===== src/rtl/scratchpad_phase_sequencer_pkg.sv =====
`default_nettype none
// ============================================================================
// Module   : scratchpad_phase_sequencer_pkg
// Brief    : Shared state encoding and width helpers for the phase sequencer.
// Revision : 1.0 - initial release
// ============================================================================
package scratchpad_phase_sequencer_pkg;

    typedef enum logic [2:0] {
        ST_IDLE   = 3'd0,
        ST_LAUNCH = 3'd1,
        ST_RUN    = 3'd2,
        ST_DRAIN  = 3'd3,
        ST_FIN    = 3'd4
    } seq_state_e;

    function automatic int ph_width(input int num_phases);
        return (num_phases > 1) ? $clog2(num_phases) : 1;
    endfunction

    // Counter wide enough to hold max_count itself, never narrower than 1 bit.
    function automatic int cnt_width(input int max_count);
        return (max_count > 0) ? $clog2(max_count + 1) : 1;
    endfunction

endpackage
`default_nettype wire


===== src/rtl/scratchpad_phase_sequencer_if.sv =====
`default_nettype none
// ============================================================================
// Module   : scratchpad_phase_sequencer_if
// Brief    : Control, engine-side and scratchpad-side bundle of the sequencer.
// Revision : 1.0 - initial release
// ============================================================================
interface scratchpad_phase_sequencer_if
    import scratchpad_phase_sequencer_pkg::*;
#(
    parameter int NUM_PHASES = 2,
    parameter int ADDR_W     = 16,
    parameter int WDATA_W    = 128,
    parameter int PH_W       = ph_width(NUM_PHASES)
) ();

    logic                          start;
    logic                          abort;
    logic [NUM_PHASES-1:0]         phase_start;
    logic [NUM_PHASES-1:0]         phase_done;
    logic [NUM_PHASES*ADDR_W-1:0]  ph_rd_addr;
    logic [NUM_PHASES*ADDR_W-1:0]  ph_wr_addr;
    logic [NUM_PHASES*WDATA_W-1:0] ph_wr_data;
    logic [NUM_PHASES-1:0]         ph_we;
    logic [ADDR_W-1:0]             mem_rd_addr;
    logic [ADDR_W-1:0]             mem_wr_addr;
    logic [WDATA_W-1:0]            mem_wr_data;
    logic                          mem_we;
    logic [PH_W-1:0]               active_phase;
    logic                          busy;
    logic                          done;
    logic                          err_timeout;

    modport master (
        input  start, abort, phase_done, ph_rd_addr, ph_wr_addr, ph_wr_data, ph_we,
        output phase_start, mem_rd_addr, mem_wr_addr, mem_wr_data, mem_we,
               active_phase, busy, done, err_timeout
    );

    modport slave (
        output start, abort, phase_done, ph_rd_addr, ph_wr_addr, ph_wr_data, ph_we,
        input  phase_start, mem_rd_addr, mem_wr_addr, mem_wr_data, mem_we,
               active_phase, busy, done, err_timeout
    );

endinterface
`default_nettype wire


===== src/rtl/scratchpad_phase_sequencer_sp_port_mux.sv =====
`default_nettype none
// ============================================================================
// Module   : sp_port_mux
// Brief    : NUM_PHASES-way select of one engine's scratchpad port by index.
// Revision : 1.0 - initial release
// ============================================================================
module sp_port_mux #(
    parameter int NUM_PHASES = 2,
    parameter int ADDR_W     = 16,
    parameter int WDATA_W    = 128,
    parameter int PH_W       = 1
) (
    input  wire logic [PH_W-1:0]               sel_i,
    input  wire logic [NUM_PHASES*ADDR_W-1:0]  rd_addr_i,
    input  wire logic [NUM_PHASES*ADDR_W-1:0]  wr_addr_i,
    input  wire logic [NUM_PHASES*WDATA_W-1:0] wr_data_i,
    input  wire logic [NUM_PHASES-1:0]         we_i,
    output logic      [ADDR_W-1:0]             rd_addr_o,
    output logic      [ADDR_W-1:0]             wr_addr_o,
    output logic      [WDATA_W-1:0]            wr_data_o,
    output logic                               we_o
);

    // Engine 0 is the fallback, so unused index codes never produce X.
    always_comb begin
        rd_addr_o = rd_addr_i[ADDR_W-1:0];
        wr_addr_o = wr_addr_i[ADDR_W-1:0];
        wr_data_o = wr_data_i[WDATA_W-1:0];
        we_o      = we_i[0];
        for (int i = 1; i < NUM_PHASES; i++) begin
            if (sel_i == PH_W'(i)) begin
                rd_addr_o = rd_addr_i[i*ADDR_W +: ADDR_W];
                wr_addr_o = wr_addr_i[i*ADDR_W +: ADDR_W];
                wr_data_o = wr_data_i[i*WDATA_W +: WDATA_W];
                we_o      = we_i[i];
            end
        end
    end

endmodule
`default_nettype wire


===== src/rtl/scratchpad_phase_sequencer.sv =====
`default_nettype none
// ============================================================================
// Module   : scratchpad_phase_sequencer
// Brief    : Runs NUM_PHASES engines in order, granting each the scratchpad port.
// Revision : 1.0 - initial release
// ============================================================================
module scratchpad_phase_sequencer
    import scratchpad_phase_sequencer_pkg::*;
#(
    parameter int NUM_PHASES   = 2,
    parameter int ADDR_W       = 16,
    parameter int WDATA_W      = 128,
    parameter int DRAIN_CYCLES = 2,
    parameter int TIMEOUT      = 0,
    parameter int PH_W         = ph_width(NUM_PHASES)
) (
    input wire logic                     clock,
    input wire logic                     rst_n,
    scratchpad_phase_sequencer_if.master bus
);

    localparam int DCNT_W = cnt_width(DRAIN_CYCLES);
    localparam int WCNT_W = cnt_width(TIMEOUT);

    seq_state_e        state_q, state_d;
    logic [PH_W-1:0]   idx_q, idx_d;
    logic [DCNT_W-1:0] drain_cnt_q, drain_cnt_d;
    logic [WCNT_W-1:0] wd_cnt_q, wd_cnt_d;
    logic              err_q, err_d;

    logic              w_done_sel;
    logic              w_we_sel;
    logic              w_last;
    seq_state_e        w_adv_state;
    logic [PH_W-1:0]   w_adv_idx;

    sp_port_mux #(
        .NUM_PHASES (NUM_PHASES),
        .ADDR_W     (ADDR_W),
        .WDATA_W    (WDATA_W),
        .PH_W       (PH_W)
    ) u_port_mux (
        .sel_i      (idx_q),
        .rd_addr_i  (bus.ph_rd_addr),
        .wr_addr_i  (bus.ph_wr_addr),
        .wr_data_i  (bus.ph_wr_data),
        .we_i       (bus.ph_we),
        .rd_addr_o  (bus.mem_rd_addr),
        .wr_addr_o  (bus.mem_wr_addr),
        .wr_data_o  (bus.mem_wr_data),
        .we_o       (w_we_sel)
    );

    always_comb begin
        w_done_sel = 1'b0;
        for (int i = 0; i < NUM_PHASES; i++) begin
            if (idx_q == PH_W'(i)) begin
                w_done_sel = bus.phase_done[i];
            end
        end
    end

    // Where a finished phase goes once its drain window (if any) is over.
    always_comb begin
        w_last      = (idx_q == PH_W'(NUM_PHASES - 1));
        w_adv_state = w_last ? ST_FIN : ST_LAUNCH;
        w_adv_idx   = w_last ? idx_q : idx_q + 1'b1;
    end

    always_ff @(posedge clock or negedge rst_n) begin
        if (!rst_n) begin
            state_q     <= ST_IDLE;
            idx_q       <= '0;
            drain_cnt_q <= '0;
            wd_cnt_q    <= '0;
            err_q       <= 1'b0;
        end else begin
            state_q     <= state_d;
            idx_q       <= idx_d;
            drain_cnt_q <= drain_cnt_d;
            wd_cnt_q    <= wd_cnt_d;
            err_q       <= err_d;
        end
    end

    always_comb begin
        state_d     = state_q;
        idx_d       = idx_q;
        drain_cnt_d = drain_cnt_q;
        wd_cnt_d    = wd_cnt_q;
        err_d       = err_q;

        case (state_q)
            ST_IDLE: begin
                if (bus.start) begin
                    idx_d   = '0;
                    err_d   = 1'b0;
                    state_d = ST_LAUNCH;
                end
            end
            ST_LAUNCH: begin
                wd_cnt_d    = '0;
                drain_cnt_d = '0;
                state_d     = ST_RUN;
            end
            ST_RUN: begin
                // A done in the expiry cycle still counts as completion.
                if (w_done_sel) begin
                    if (DRAIN_CYCLES == 0) begin
                        state_d = w_adv_state;
                        idx_d   = w_adv_idx;
                    end else begin
                        drain_cnt_d = '0;
                        state_d     = ST_DRAIN;
                    end
                end else if (TIMEOUT > 0) begin
                    if (wd_cnt_q == WCNT_W'(TIMEOUT - 1)) begin
                        err_d   = 1'b1;
                        state_d = ST_IDLE;
                    end else begin
                        wd_cnt_d = wd_cnt_q + 1'b1;
                    end
                end
            end
            ST_DRAIN: begin
                if (drain_cnt_q == DCNT_W'(DRAIN_CYCLES - 1)) begin
                    state_d = w_adv_state;
                    idx_d   = w_adv_idx;
                end else begin
                    drain_cnt_d = drain_cnt_q + 1'b1;
                end
            end
            ST_FIN: begin
                state_d = ST_IDLE;
            end
            default: begin
                state_d = ST_IDLE;
            end
        endcase

        if (bus.abort && (state_q != ST_IDLE)) begin
            state_d = ST_IDLE;
            idx_d   = idx_q;
            err_d   = err_q;
        end
    end

    always_comb begin
        bus.phase_start = '0;
        if (state_q == ST_LAUNCH) begin
            for (int i = 0; i < NUM_PHASES; i++) begin
                bus.phase_start[i] = (idx_q == PH_W'(i));
            end
        end
        // Abort cuts the write strobe in the same cycle, ahead of the state change.
        bus.mem_we       = w_we_sel && !bus.abort &&
                           ((state_q == ST_LAUNCH) || (state_q == ST_RUN) ||
                            (state_q == ST_DRAIN));
        bus.done         = (state_q == ST_FIN) && !bus.abort;
        bus.busy         = (state_q != ST_IDLE);
        bus.active_phase = idx_q;
        bus.err_timeout  = err_q;
    end

endmodule
`default_nettype wire

===== src/flat_wrapper.sv =====
// flat-port wrapper written by rule: the top's interface ports become plain ports
module scratchpad_phase_sequencer_flat import scratchpad_phase_sequencer_pkg::*;
#(
    parameter int NUM_PHASES   = 2,
    parameter int ADDR_W       = 16,
    parameter int WDATA_W      = 128,
    parameter int DRAIN_CYCLES = 2,
    parameter int TIMEOUT      = 0,
    parameter int PH_W         = ph_width(NUM_PHASES)
)
  (clock, rst_n, bus_start, bus_abort, bus_phase_done, bus_ph_rd_addr, bus_ph_wr_addr, bus_ph_wr_data, bus_ph_we, bus_phase_start, bus_mem_rd_addr, bus_mem_wr_addr, bus_mem_wr_data, bus_mem_we, bus_active_phase, bus_busy, bus_done, bus_err_timeout);
  scratchpad_phase_sequencer_if #(.NUM_PHASES(NUM_PHASES), .ADDR_W(ADDR_W), .WDATA_W(WDATA_W), .PH_W(PH_W)) bus_i ();
  input wire logic clock;
  input wire logic rst_n;
  input wire logic [$bits(bus_i.start)-1:0] bus_start;
  input wire logic [$bits(bus_i.abort)-1:0] bus_abort;
  input wire logic [$bits(bus_i.phase_done)-1:0] bus_phase_done;
  input wire logic [$bits(bus_i.ph_rd_addr)-1:0] bus_ph_rd_addr;
  input wire logic [$bits(bus_i.ph_wr_addr)-1:0] bus_ph_wr_addr;
  input wire logic [$bits(bus_i.ph_wr_data)-1:0] bus_ph_wr_data;
  input wire logic [$bits(bus_i.ph_we)-1:0] bus_ph_we;
  output wire logic [$bits(bus_i.phase_start)-1:0] bus_phase_start;
  output wire logic [$bits(bus_i.mem_rd_addr)-1:0] bus_mem_rd_addr;
  output wire logic [$bits(bus_i.mem_wr_addr)-1:0] bus_mem_wr_addr;
  output wire logic [$bits(bus_i.mem_wr_data)-1:0] bus_mem_wr_data;
  output wire logic [$bits(bus_i.mem_we)-1:0] bus_mem_we;
  output wire logic [$bits(bus_i.active_phase)-1:0] bus_active_phase;
  output wire logic [$bits(bus_i.busy)-1:0] bus_busy;
  output wire logic [$bits(bus_i.done)-1:0] bus_done;
  output wire logic [$bits(bus_i.err_timeout)-1:0] bus_err_timeout;
  assign bus_i.start = bus_start;
  assign bus_i.abort = bus_abort;
  assign bus_i.phase_done = bus_phase_done;
  assign bus_i.ph_rd_addr = bus_ph_rd_addr;
  assign bus_i.ph_wr_addr = bus_ph_wr_addr;
  assign bus_i.ph_wr_data = bus_ph_wr_data;
  assign bus_i.ph_we = bus_ph_we;
  assign bus_phase_start = bus_i.phase_start;
  assign bus_mem_rd_addr = bus_i.mem_rd_addr;
  assign bus_mem_wr_addr = bus_i.mem_wr_addr;
  assign bus_mem_wr_data = bus_i.mem_wr_data;
  assign bus_mem_we = bus_i.mem_we;
  assign bus_active_phase = bus_i.active_phase;
  assign bus_busy = bus_i.busy;
  assign bus_done = bus_i.done;
  assign bus_err_timeout = bus_i.err_timeout;
  scratchpad_phase_sequencer #(.NUM_PHASES(NUM_PHASES), .ADDR_W(ADDR_W), .WDATA_W(WDATA_W), .DRAIN_CYCLES(DRAIN_CYCLES), .TIMEOUT(TIMEOUT), .PH_W(PH_W)) u_core (.clock(clock), .rst_n(rst_n), .bus(bus_i));
endmodule

===== config.mk =====
export PLATFORM = sky130hd
export DESIGN_NAME = scratchpad_phase_sequencer_flat
export DESIGN_NICKNAME = d
export VERILOG_FILES = /design/src/rtl/scratchpad_phase_sequencer_pkg.sv /design/src/rtl/scratchpad_phase_sequencer_if.sv /design/src/rtl/scratchpad_phase_sequencer_sp_port_mux.sv /design/src/rtl/scratchpad_phase_sequencer.sv /design/src/flat_wrapper.sv
export SDC_FILE = /design/constraint.sdc
export NUM_CORES = 1
export LEC_CHECK = 0
export BUFFER_PORTS_ARGS = -buffer_cell sky130_fd_sc_hd__buf_2
export CAP_MARGIN = 20
export CORE_AREA = 2 2 191 193
export CTS_BUF_LIST = sky130_fd_sc_hd__clkbuf_16
export DETAILED_ROUTE_END_ITERATION = 12
export DIE_AREA = 0 0 193 195
export MAX_ROUTING_LAYER = met4
export PLACE_DENSITY = 0.43
export REMOVE_ABC_BUFFERS = 1
export SYNTH_ARGS = -nofsm -noshare
export SYNTH_HDL_FRONTEND = slang
export SYNTH_SLANG_ARGS = --single-unit
export TNS_END_PERCENT = 20

===== constraint.sdc =====
create_clock -name clock -period 1.6 [get_ports clock]
set_clock_uncertainty 0.05 [all_clocks]
set_input_delay 0.16 -clock clock [delete_from_list [all_inputs] [get_ports clock]]
set_output_delay 0.16 -clock clock [all_outputs]
set_load 0.01 [all_outputs]

### Word-level counts from Yosys, hierarchy flattened

Cells that the tools add are included.

* bitwise operators: 2
* equality and inequality tests: 12
* muxes and demuxes: 19
* reductions and logical operators: 14
* add/sub/neg operators: 2

Operator list (number)
* 128-bit two-way mux: 1
* 16-bit two-way mux: 2
* 3-bit two-way mux: 5
* 3-bit case mux with 4 select lines: 1
* 3-bit by 2-bit == test with 1-bit output (second input constant): 2
* 2-bit two-way mux: 3
* 3-bit by 1-bit != test with 1-bit output (second input constant): 2
* 2-bit case mux with 3 select lines: 1
* 3-bit AND reduction: 2
* 3-bit nonzero test: 2
* 1-bit two-way mux: 5
* 1-bit logical AND: 4
* 2-bit by 1-bit != test with 1-bit output (second input constant): 2
* 2-bit != test (second input constant): 2
* 4-bit AND reduction: 1
* 3-bit by 1-bit == test with 1-bit output (second input constant): 1
* 3-bit == test (second input constant): 1
* 3-bit zero test: 1
* 3-bit by 2-bit != test with 1-bit output (second input constant): 1
* 2-bit by 1-bit adder with 2-bit output (second input constant): 1
* 2-bit by 1-bit == test with 1-bit output (second input constant): 1
* 1-bit logical OR: 2
* 1-bit NOT: 2
* 1-bit case mux with 2 select lines: 1
* 3 further kinds: 3

* flip-flop bits (word level): 6
* logic and storage cells: 52
* output and inout bits: 167

### Logic depth before layout (Yosys ltp)

Gate-level depths: netlist of the first run.

* depth in word-level cells: 4
* gate-level depth with buffers: 5
* gate-level depth less buffers: 5

### By module

A second synthesis of the first run with hierarchy kept.

* cells, all modules: 221
* area total of the unflattened synthesis: 2717.6 µm²

Modules (own cells, without submodules)
* sp_port_mux: instances 1, area each 2309.7 µm², sequential area each 0.0 µm², cells each 179
* scratchpad_phase_sequencer: instances 1, area each 407.9 µm², sequential area each 150.1 µm², cells each 42

### Least setup slack after synthesis of the first run

Ideal clock, no wire load.

* path type: register to output
* start point: reg u_core.idx_q (netlist: u_core.bus.active_phase)
* end point: out bus_mem_rd_addr[0]
* path slack: 241 ps
* arrival: 1149 ps
* data required time: 1390 ps
* cell stages (with the launch flop): 4
* buffers on the path: 2
* cells stage by stage: dfrtp_1 buf_6 buf_6 mux2_2

* longest elaborated chain between the ends: 1

Ends and longest elaborated chain
* start, declared: line scratchpad_phase_sequencer.sv:26 `logic [PH_W-1:0] idx_q, idx_d;`
* start signal, assigned: line scratchpad_phase_sequencer.sv:79 `idx_q <= idx_d;`
* 16-bit two-way mux: line scratchpad_phase_sequencer_sp_port_mux.sv:31 `if (sel_i == PH_W'(i)) begin`
* end, declared: line flat_wrapper.sv:23 `output wire logic [$bits(bus_i.mem_rd_addr)-1:0] bus_mem_rd_addr;`

Every way passes these cells.

### Final worst setup path of the first run

* start point: reg u_core.idx_q (netlist: u_core.bus.active_phase)
* end point: out bus_mem_wr_data[23]

* longest elaborated chain between the ends: 1

Ends and longest elaborated chain
* 128-bit two-way mux: line scratchpad_phase_sequencer_sp_port_mux.sv:31
* end, declared: line flat_wrapper.sv:25 `output wire logic [$bits(bus_i.mem_wr_data)-1:0] bus_mem_wr_data;`

Every way passes these cells.

==> flow_metrics.env, run 1 <==
export IMPL_setup_viol=155
export IMPL_die_h_um=195
export IMPL_drt_first_pass_iters=4
export IMPL_cp_end_kind="primary output"
export IMPL_areaGrowthSynthToFinish_pct=148
export IMPL_dieArea_um2=37600
export IMPL_fillCellCount=4012
export IMPL_reg2reg_from="u_core.bus.active_phase"
export IMPL_switchingPower_mw=1.52
export IMPL_cts_sinks=6
export IMPL_fmax_mhz=570
export IMPL_grt_max_degree=31
export IMPL_dpl_hpwl_um=15400
export IMPL_rsz0062_at_grt="yes"
export IMPL_startpoint_type="register"
export IMPL_cts_made_buffers=3
export IMPL_die_w_um=193
export IMPL_coreArea_um2=35400
export IMPL_final_cells=1186
export IMPL_ios=495
export IMPL_yosysMostFrequentCell="mux2_2"
export IMPL_synthTopCellsByCount="mux2_2 (160), buf_6 (17), dfrtp_1 (6)"
export IMPL_gp_congestion=0.818
export IMPL_worstSetupPathType="register to primary output"
export IMPL_crit_required_ns=1.39
export IMPL_hold_viol=0
export IMPL_ys_async_sr_fraction=1.00
export IMPL_drc=0
export IMPL_overflow=0
export IMPL_yosysSeqAreaShare=0.0629
export IMPL_p_leak_nw=2.97
export IMPL_grt_pass1_vias=3649
export IMPL_rows=69
export IMPL_synth_warning_count=0
export IMPL_p_int_mw=2.35
export IMPL_seqPwrFrac=0.071
export IMPL_wl_um=17500
export IMPL_synth_edf_count=0
export IMPL_antenna_found_initial=4
export IMPL_cts_buffer_depth=2
export IMPL_hp_start="bus_abort"
export IMPL_nets=1053
export IMPL_dp_cells=1174
export IMPL_crit_path_start="u_core.bus.active_phase"
export IMPL_clkTransAtPathRegs_ns=0.04
export IMPL_synth_cells=220
export IMPL_vdd_drop_max_uv=427
export IMPL_switching_share=0.393
export IMPL_p_comb_frac=0.822
export IMPL_cts_tree="yes"
export IMPL_min_path_type="input port to register"
export IMPL_reg2reg_slack_ns=0.18
export IMPL_worstSkewPairLatency_ns=0.23
export IMPL_avgSynthCellArea_um2=10.9
export IMPL_synthTopCellsByArea="mux2_2 (75%), buf_6 (8.0%), dfrtp_1 (6.3%)"
export IMPL_grt_usage=0.0781
export IMPL_port_buffer_count=493
export IMPL_maxSlewViolCount=0
export IMPL_via_count=3886
export IMPL_synth_ff_latch_count=6
export IMPL_setup_slack_ns=-0.154
export IMPL_synth_area_um2=2390
export IMPL_finalCritPeriodShare=1.10
export IMPL_cts_root_buf="clkbuf_16"
export IMPL_power_density_nw_per_um2=656
export IMPL_yosys_cell_types_count=27
export IMPL_drt_initial_drc_count=56
export IMPL_ant_nets=0
export IMPL_wl_per_cell_um=14.7
export IMPL_crit_fanout=15
export IMPL_violations="setup timing"
export IMPL_critical_path_arrival_ns=1.54
export IMPL_dominantRegCellSynth="dfrtp_1"
export IMPL_grt_first_pass_wirelength_um=20900
export IMPL_final_layout_size_suffix_gt1_frac=0.952
export IMPL_h_tree_depth=1
export IMPL_yosys_area_top_type="mux2_2"
export IMPL_pre_cts_ws_ns=0.00947
export IMPL_status="complete, but fails checks"
export IMPL_yosysTopAreaCellShare=0.754
export IMPL_post_route_min_period_ns=1.75
export IMPL_maxCapViolCount=0
export IMPL_start_util=0.0675
export IMPL_viasPerCell=3.28
export IMPL_pwr_share_clk=0.107
sequential cells by signal, summed over array words and instances (netlist names):
| name | count |
|---|---|
| u_core.bus.active_phase | 1 |
| u_core.drain_cnt_q | 2 |
| u_core.state_q | 3 |
worst paths after layout:
check	cells past startpoint	end
hold reg to reg	2	u_core.drain_cnt_q[1]
setup reg to reg	5	u_core.drain_cnt_q[1]
hold / removal	2	u_core.state_q[1]
setup / recovery	4	bus_mem_wr_data[23]
max in group asynchronous	2	u_core.bus.active_phase
min in group asynchronous	2	u_core.drain_cnt_q[0]
critical path: stages (launching register included):
cell       delay [ns]
dfrtp_4          0.44
buf_12           0.18
clkbuf_16        0.20
mux2_2           0.35
buf_6            0.12
cell usage in the layout, fill, tap and decap left out, types with 2 or more instances in the layout:
cell | netlist | layout
a21oi_1 | 2 | 2
buf_12 | 0 | 2
buf_16 | 0 | 2
buf_2 | 2 | 454
buf_4 | 2 | 12
buf_6 | 17 | 46
clkbuf_16 | 0 | 6
dfrtp_1 | 6 | 5
diode_2 | 0 | 2
inv_1 | 3 | 4
mux2_2 | 160 | 160
mux2i_1 | 2 | 2
nand2_1 | 2 | 2
nor3_1 | 3 | 2
nor3b_2 | 0 | 2
nor4_1 | 2 | 2
nor4b_1 | 2 | 2
cells by family after synthesis:
kind of cell	Yosys count	synth area share
adder cells (fa/ha/maj)	1	0.00524
AO/OA/AOI/OAI	7	0.0220
AND/OR/NAND/NOR	19	0.0503
flip-flops	6	0.0629
multiplexers	162	0.763
buffers and inverters	24	0.0953
other	1	0.00157
routing by layer:
metal  part of all wire  GRT usage  vias up
met2               0.53      0.149      274
met5                  0          -        -
met3              0.093     0.0129        6
li1                   -          -     1850
met4             0.0050    0.00758        0
met1               0.37     0.0864     1756
final cells by class:
type | count | area [um2] | share of cell area
repair buffers | 520 | 3060 | 0.518
multi-input cells | 190 | 2030 | 0.343
well taps | 461 | 577 | 0.0976
flip-flops and latches | 6 | 154 | 0.0260
clock buffers | 3 | 75.1 | 0.0127
inverters | 3 | 11.3 | 0.00190
diodes | 2 | 5.00 | 0.000847
clock inverters | 1 | 3.75 | 0.000635
through the flow:
stage | instance area (um2) | utilization | hold slack, ns | total power, mW | setup TNS [ns]
global placement | 5430 | 0.153 | -0.0445 | 3.12 | 0
detailed placement | 5430 | 0.153 | -0.0482 | 3.13 | 0
global route | 5910 | 0.167 | 0.147 | 4.14 | -23.94
floorplan | 2170 | - | -0.186 | 1.89 | -501.01
CTS | 5570 | 0.157 | 0.145 | 3.61 | -18.97
finish | 5910 | 0.167 | 0.138 | 3.88 | -16.49
power groups by stage:
stage | Clock [mW] | Combinational, mW | Sequential [mW]
3_3_place_gp | 0 | 2.85 | 0.270
5_1_grt | 0.431 | 3.43 | 0.287
4_1_cts | 0.421 | 2.92 | 0.269
3_5_place_dp | 0 | 2.86 | 0.269
2_1_floorplan | 0 | 1.45 | 0.433
6_report | 0.416 | 3.18 | 0.276
repair_timing:
action                                  4_1_cts  5_1_grt
gates cloned                                  0        3
buffers inserted                              0        2
hold endpoints to repair                      6        0
endpoints found under the setup margin      148      157
gates resized for setup                      11       40
hold buffers                                  1        0
(Power assumes the default switching activity.)
==> inputs of run 2 (changes only) <==
--- a/config.mk
+++ b/config.mk
@@ -5,12 +5,13 @@
 export SDC_FILE = /design/constraint.sdc
 export NUM_CORES = 1
 export LEC_CHECK = 0
+export ABC_AREA = 1
 export BUFFER_PORTS_ARGS = -buffer_cell sky130_fd_sc_hd__buf_2
 export CAP_MARGIN = 20
-export CORE_AREA = 2 2 191 193
+export CORE_AREA = 2 2 190 192
 export CTS_BUF_LIST = sky130_fd_sc_hd__clkbuf_16
 export DETAILED_ROUTE_END_ITERATION = 12
-export DIE_AREA = 0 0 193 195
+export DIE_AREA = 0 0 192 194
 export MAX_ROUTING_LAYER = met4
 export PLACE_DENSITY = 0.43
 export REMOVE_ABC_BUFFERS = 1
==> run 2 against run 1 <==
The flow still finishes with violations (setup timing). Register-to-register slack worse by 0.17 ns. Critical path depth up 2. Sequential power up 14%. Synthesized cell count rose to 2.6 times the previous value. Core utilization up 1.4 points. Hold slack better by 0.097 ns. Critical path type unchanged. Largest power group unchanged. Highest routed layer unchanged.
==> flow_metrics.env, run 2 <==
export IMPL_dieArea_um2=37200
export IMPL_final_layout_size_suffix_gt1_frac=0.546
export IMPL_wl_met2_um=10100
export IMPL_cts_root_buf="clkbuf_16"
export IMPL_crit_family="buffers and inverters"
export IMPL_dpl_hpwl_um=14100
export IMPL_grt_first_pass_wirelength_um=27000
export IMPL_worstSetupPathType="register to primary output"
export IMPL_crit_path_frequent_cell="nand2_1"
export IMPL_yosysTopAreaCellShare=0.760
export IMPL_reg2reg_slack_ns=0.01
export IMPL_port_buffer_count=493
export IMPL_cts_tree="yes"
export IMPL_rsz0062_at_grt="yes"
export IMPL_violations="setup timing"
export IMPL_overflow=0
export IMPL_ios=495
export IMPL_critical_path_arrival_ns=1.46
export IMPL_yosysSeqAreaShare=0.0611
export IMPL_maxSlewViolCount=0
export IMPL_fin_util=0.181
export IMPL_max_stage_delay_ns=0.53
export IMPL_grt_max_degree=46
export IMPL_setup_slack_ns=-0.0674
export IMPL_cp_end_kind="primary output"
export IMPL_min_path_type="input port to async pin"
export IMPL_yosys_area_top_type="nand2_1"
export IMPL_wl_met3_um=1410
export IMPL_cp_slowest_cell="dfrtp_4"
export IMPL_wl_met1_um=8110
export IMPL_startpoint_type="register"
export IMPL_status="complete, but fails checks"
export IMPL_hold_viol=0
export IMPL_drt_initial_drc_count=188
export IMPL_dominantRegCellSynth="dfrtp_1"
export IMPL_vdd_drop_max_uv=446
export IMPL_areaGrowthSynthToFinish_pct=159
export IMPL_crit_buf_inv=4
export IMPL_crit_required_ns=1.39
export IMPL_largest_reg_flops=3
export IMPL_pre_cts_ws_ns=0.0795
export IMPL_power_density_nw_per_um2=1490
export IMPL_h_tree_depth=1
export IMPL_grt_usage=0.0958
export IMPL_synth_edf_count=0
export IMPL_ys_async_sr_fraction=1.00
export IMPL_cts_buffer_depth=2
export IMPL_via_count=5316
export IMPL_setup_total_negative_slack_ns=-3.15
export IMPL_p_leak_nw=4.01
export IMPL_synth_area_um2=2460
export IMPL_start_util=0.0697
export IMPL_coreArea_um2=35200
export IMPL_yosysMostFrequentCell="nand2_1"
export IMPL_maxCapViolCount=0
export IMPL_grt_pass1_vias=5035
export IMPL_routed_top_layer="met4"
export IMPL_gp_congestion=0.894
export IMPL_clkTransAtPathRegs_ns=0.04
export IMPL_cts_made_buffers=3
export IMPL_synth_ff_latch_count=6
export IMPL_synth_warning_count=0
export IMPL_crit_fanout=7
export IMPL_die_w_um=192
export IMPL_yosys_area_share_simple=0.820
export IMPL_synth_compound_area_frac=0.0143
export IMPL_post_route_min_period_ns=1.67
export IMPL_viasPerCell=3.45
export IMPL_yosys_cell_types_count=21
export IMPL_synthTopCellsByCount="nand2_1 (497), buf_2 (27), buf_4 (10)"
export IMPL_setup_viol=149
export IMPL_antenna_found_initial=2
export IMPL_synth_mux_area_frac=0
export IMPL_synthTopCellsByArea="nand2_1 (76%), dfrtp_1 (6.1%), buf_2 (5.5%)"
export IMPL_synth_top_family_by_area="simple AND/OR/NAND/NOR gates"
export IMPL_drt_first_pass_iters=4
export IMPL_cp_cell_sequence="inv_12, buf_16, buf_12, nand2_1, nand2_1, buf_2"
export IMPL_synth_cells=582
export IMPL_nets=1408
export IMPL_finalCritPeriodShare=1.04
export IMPL_largest_register="u_core.state_q"
export IMPL_rows=69
export IMPL_final_cell_mix="buf_2 (468), nand2_1 (453), nand2_2 (40)"
export IMPL_wl_per_cell_um=12.9
export IMPL_synth_adder_area_share=0.00509
export IMPL_avgSynthCellArea_um2=4.22
export IMPL_die_h_um=194
export IMPL_worstSkewPairLatency_ns=0.23
export IMPL_cts_sinks=6
export IMPL_fmax_mhz=600
export IMPL_drc=0
export IMPL_mostFrequentLayoutCell="buf_2"
export IMPL_ant_nets=0
export IMPL_wl_um=19800
export IMPL_synth_xor_area_frac=0
[run 2: cell count changes after synthesis, moves of 3 or more]
cell	before	now
inv_2	0	3
o21ai_0	0	3
buf_6	17	0
nand3_1	0	7
nor3b_1	3	0
buf_4	2	10
nor2_1	1	7
nand2_1	2	497
mux2_2	160	0
buf_2	2	27
[run 2: layout make-up]
class,count,area [um2]
diodes,1,2.50
flip-flops and latches,6,154
multi-input cells,531,2220
clock inverters,1,3.75
clock buffers,3,75.1
inverters,8,42.5
repair buffers,529,3290
well taps,461,577
fillers,4126,28900
[run 2: metrics by stage]
step                      hold WS (ns)  instance area (um2)  cells  power [mW]
final                            0.235                 6370   1540        9.52
after global routing             0.270                 6370   1540        10.5
after CTS                        0.248                 6160   1536        9.21
after detailed placement       -0.0555                 5500   1515        7.02
after global placement         -0.0561                 5500   1515        7.06
after floorplan                 -0.186                 2250    545        2.99
[run 2: where the power goes]
part	total (mW)	leakage, nW	internal [mW]	switching [mW]
Combinational	8.80	3.89	3.97	4.83
Clock	0.408	0.0423	0.324	0.0842
Sequential	0.316	0.0779	0.212	0.105
[run 2: metal layers]
| layer | track usage | vias to the layer above |
|---|---|---|
| met5 | - | - |
| met4 | 0.00707 | 0 |
| met3 | 0.00597 | 16 |
| met2 | 0.181 | 272 |
| met1 | 0.115 | 2306 |
| li1 | - | 2722 |
[run 2: logic make-up after synthesis]
| family | Yosys count |
|---|---|
| AND/OR/NAND/NOR | 522 |
| adder cells (fa/ha/maj) | 1 |
| AO/OA/AOI/OAI | 7 |
| buffers and inverters | 45 |
| other | 1 |
| flip-flops | 6 |
[run 2: path summary, 6_finish.rpt]
kind / to / startpoint / cells after the start
worst max register to register: u_core.drain_cnt_q[0] / u_core.bus.active_phase / 8
worst max-delay path: bus_mem_wr_data[87] / u_core.bus.active_phase / 6
max in group asynchronous: u_core.bus.active_phase / rst_n / 2
worst min register to register: u_core.drain_cnt_q[1] / u_core.drain_cnt_q[1] / 2
min in group clock: u_core.state_q[2] / bus_abort / 3
worst min-delay path: u_core.drain_cnt_q[0] / rst_n / 2
[run 2: what timing repair did]
action / 4_1_cts / 5_1_grt
hold endpoints to repair: 6 / 0
pin swaps: 5 / 4
hold buffers: 1 / 0
setup endpoints to repair: 116 / 168
setup buffers: 9 / 1
resized for setup: 75 / 35
gates cloned: 7 / 3
==> inputs of run 3 (changes only) <==
--- a/config.mk
+++ b/config.mk
@@ -15,6 +15,8 @@
 export MAX_ROUTING_LAYER = met4
 export PLACE_DENSITY = 0.43
 export REMOVE_ABC_BUFFERS = 1
+export SKIP_CTS_REPAIR_TIMING = 1
+export SKIP_LAST_GASP = 1
 export SYNTH_ARGS = -nofsm -noshare
 export SYNTH_HDL_FRONTEND = slang
 export SYNTH_SLANG_ARGS = --single-unit
==> run 3 against run 2 <==
The run still ends with setup timing left. Die area is the same. Sequential share of layout area grew 0.12 points. Sequential cell count is the same. Combinational power shrank 8.3%. Cell count is the same.
==> flow_metrics.env, run 3 (synthesis gave the netlist of run 2 again) <==
export IMPL_setup_viol=165
export IMPL_switchingPower_mw=4.80
export IMPL_grt_max_degree=91
export IMPL_grt_usage=0.0813
export IMPL_gp_congestion=0.894
export IMPL_rows=69
export IMPL_worstSetupPathType="register to primary output"
export IMPL_mostFrequentLayoutCell="buf_2"
export IMPL_grt_first_pass_wirelength_um=23800
export IMPL_violations="setup timing"
export IMPL_vdd_drop_max_uv=577
export IMPL_die_w_um=192
export IMPL_overflow=0
export IMPL_r2r_end="u_core.drain_cnt_q[0]"
export IMPL_cp_end_kind="primary output"
export IMPL_startpoint_type="register"
export IMPL_dieArea_um2=37200
export IMPL_maxSlewViolCount=0
export IMPL_multi_input_area_um2=2120
export IMPL_clkTransAtPathRegs_ns=0.04
export IMPL_die_h_um=194
export IMPL_antenna_found_initial=2
export IMPL_largest_register="u_core.state_q"
export IMPL_rr_worst_depth=8
export IMPL_setup_total_negative_slack_ns=-8.55
export IMPL_reg2reg_slack_ns=-0.02
export IMPL_final_cell_mix="buf_2 (491), nand2_1 (485), clkbuf_16 (13)"
export IMPL_power_density_nw_per_um2=1450
export IMPL_p_int_mw=4.01
export IMPL_maxCapViolCount=0
export IMPL_p_leak_nw=3.92
export IMPL_via_count=5227
export IMPL_start_util=0.0697
export IMPL_crit_fanout=14
export IMPL_crit_family="flip-flops"
export IMPL_worstSkewPairLatency_ns=0.23
export IMPL_port_buffer_count=493
export IMPL_cts_sinks=6
export IMPL_drt_initial_drc_count=200
export IMPL_ios=495
export IMPL_hold_viol=0
export IMPL_wl_um=19400
export IMPL_rsz0062_at_grt="yes"
export IMPL_reg2reg_from="u_core.bus.active_phase"
export IMPL_cp_slowest_cell="dfrtp_4"
export IMPL_fillCellCount=4154
export IMPL_switching_share=0.545
export IMPL_fin_total_pwr_mw=8.81
export IMPL_largest_reg_flops=3
export IMPL_crit_path_frequent_cell="nand2_1"
export IMPL_setup_slack_ns=-0.118
export IMPL_drc=0
export IMPL_seqPwrFrac=0.037
export IMPL_dpl_hpwl_um=14100
export IMPL_areaGrowthSynthToFinish_pct=148
export IMPL_drt_first_pass_iters=4
export IMPL_nets=1408
export IMPL_viasPerCell=3.39
export IMPL_cts_root_buf="clkbuf_16"
export IMPL_ant_nets=0
export IMPL_final_layout_size_suffix_gt1_frac=0.516
export IMPL_finalCritPeriodShare=1.07
export IMPL_cts_buffer_depth=2
export IMPL_h_tree_depth=1
export IMPL_status="complete, but fails checks"
export IMPL_cp_cell_sequence="clkinv_8, buf_16, buf_12, nand2_1, nand2_1, buf_2"
export IMPL_wl_per_cell_um=12.6
export IMPL_coreArea_um2=35200
export IMPL_crit_buf_inv=4
export IMPL_post_route_min_period_ns=1.72
export IMPL_fin_util=0.173
export IMPL_cts_tree="yes"
export IMPL_critical_path_arrival_ns=1.51
export IMPL_dp_cells=1515
export IMPL_crit_required_ns=1.39
export IMPL_final_cells=1540
export IMPL_pwr_share_clk=0.046
export IMPL_fmax_mhz=582
export IMPL_grt_pass1_vias=4780
export IMPL_cts_made_buffers=3
export IMPL_min_path_type="input port to async pin"
export IMPL_max_stage_delay_ns=0.55
export IMPL_p_comb_frac=0.916
export IMPL_seq_area_um2=154
==> run 3: area by class of cell <==
| type | instances | area share |
|---|---|---|
| well taps | 461 | 0.0949 |
| inverters | 8 | 0.00700 |
| clock inverters | 1 | 0.000617 |
| repair buffers | 529 | 0.510 |
| diodes | 1 | 0.000412 |
| clock buffers | 3 | 0.0123 |
| flip-flops and latches | 6 | 0.0253 |
| multi-input cells | 531 | 0.349 |
==> run 3: worst register-to-register path, cell delays in order, from the launching register on <==
cell and delay [ns]:
dfrtp_4 0.55, buf_12 0.16, clkbuf_16 0.22, nand2_1 0.12
nand2_1 0.05, nand2_1 0.10, nand3_1 0.11, nand2_1 0.08
o21ai_1 0.06
==> run 3: per-layer routing <==
metal / vias to the layer above / track usage / part of all wire
met1: 2232 / 0.0929 / 0.39
met3: 16 / 0.00579 / 0.086
met5: - / - / 0
li1: 2721 / - / -
met4: 0 / 0.00650 / 0.0086
met2: 258 / 0.158 / 0.51
==> run 3: how the worst max path moves through the flow <==
stage | startpoint | end | cells after the start
floorplan | u_core.bus.active_phase | u_core.state_q[1] | 7
global placement | u_core.bus.active_phase | bus_mem_wr_data[27] | 6
detailed placement | u_core.bus.active_phase | bus_mem_wr_data[27] | 6
CTS | u_core.bus.active_phase | bus_mem_wr_data[27] | 6
global route | u_core.bus.active_phase | bus_mem_rd_addr[0] | 6
finish | u_core.bus.active_phase | bus_mem_rd_addr[7] | 6
==> run 3: through the flow <==
stage / setup WS, ns / instance area [um2] / hold WS [ns]
2_1_floorplan: -3.89 / 2250 / -0.186
3_3_place_gp: 0.0701 / 5500 / -0.0561
3_5_place_dp: 0.0795 / 5500 / -0.0555
4_1_cts: -0.165 / 5580 / -0.296
5_1_grt: -0.169 / 6080 / 0.271
6_report: -0.118 / 6080 / 0.236
==> run 3: power groups by stage <==
stage	clock network, mW	logic, mW	registers (mW)
2_1_floorplan	0	2.50	0.491
3_3_place_gp	0	6.76	0.300
3_5_place_dp	0	6.72	0.300
4_1_cts	0.413	6.75	0.302
5_1_grt	0.431	8.96	0.341
6_report	0.409	8.07	0.328
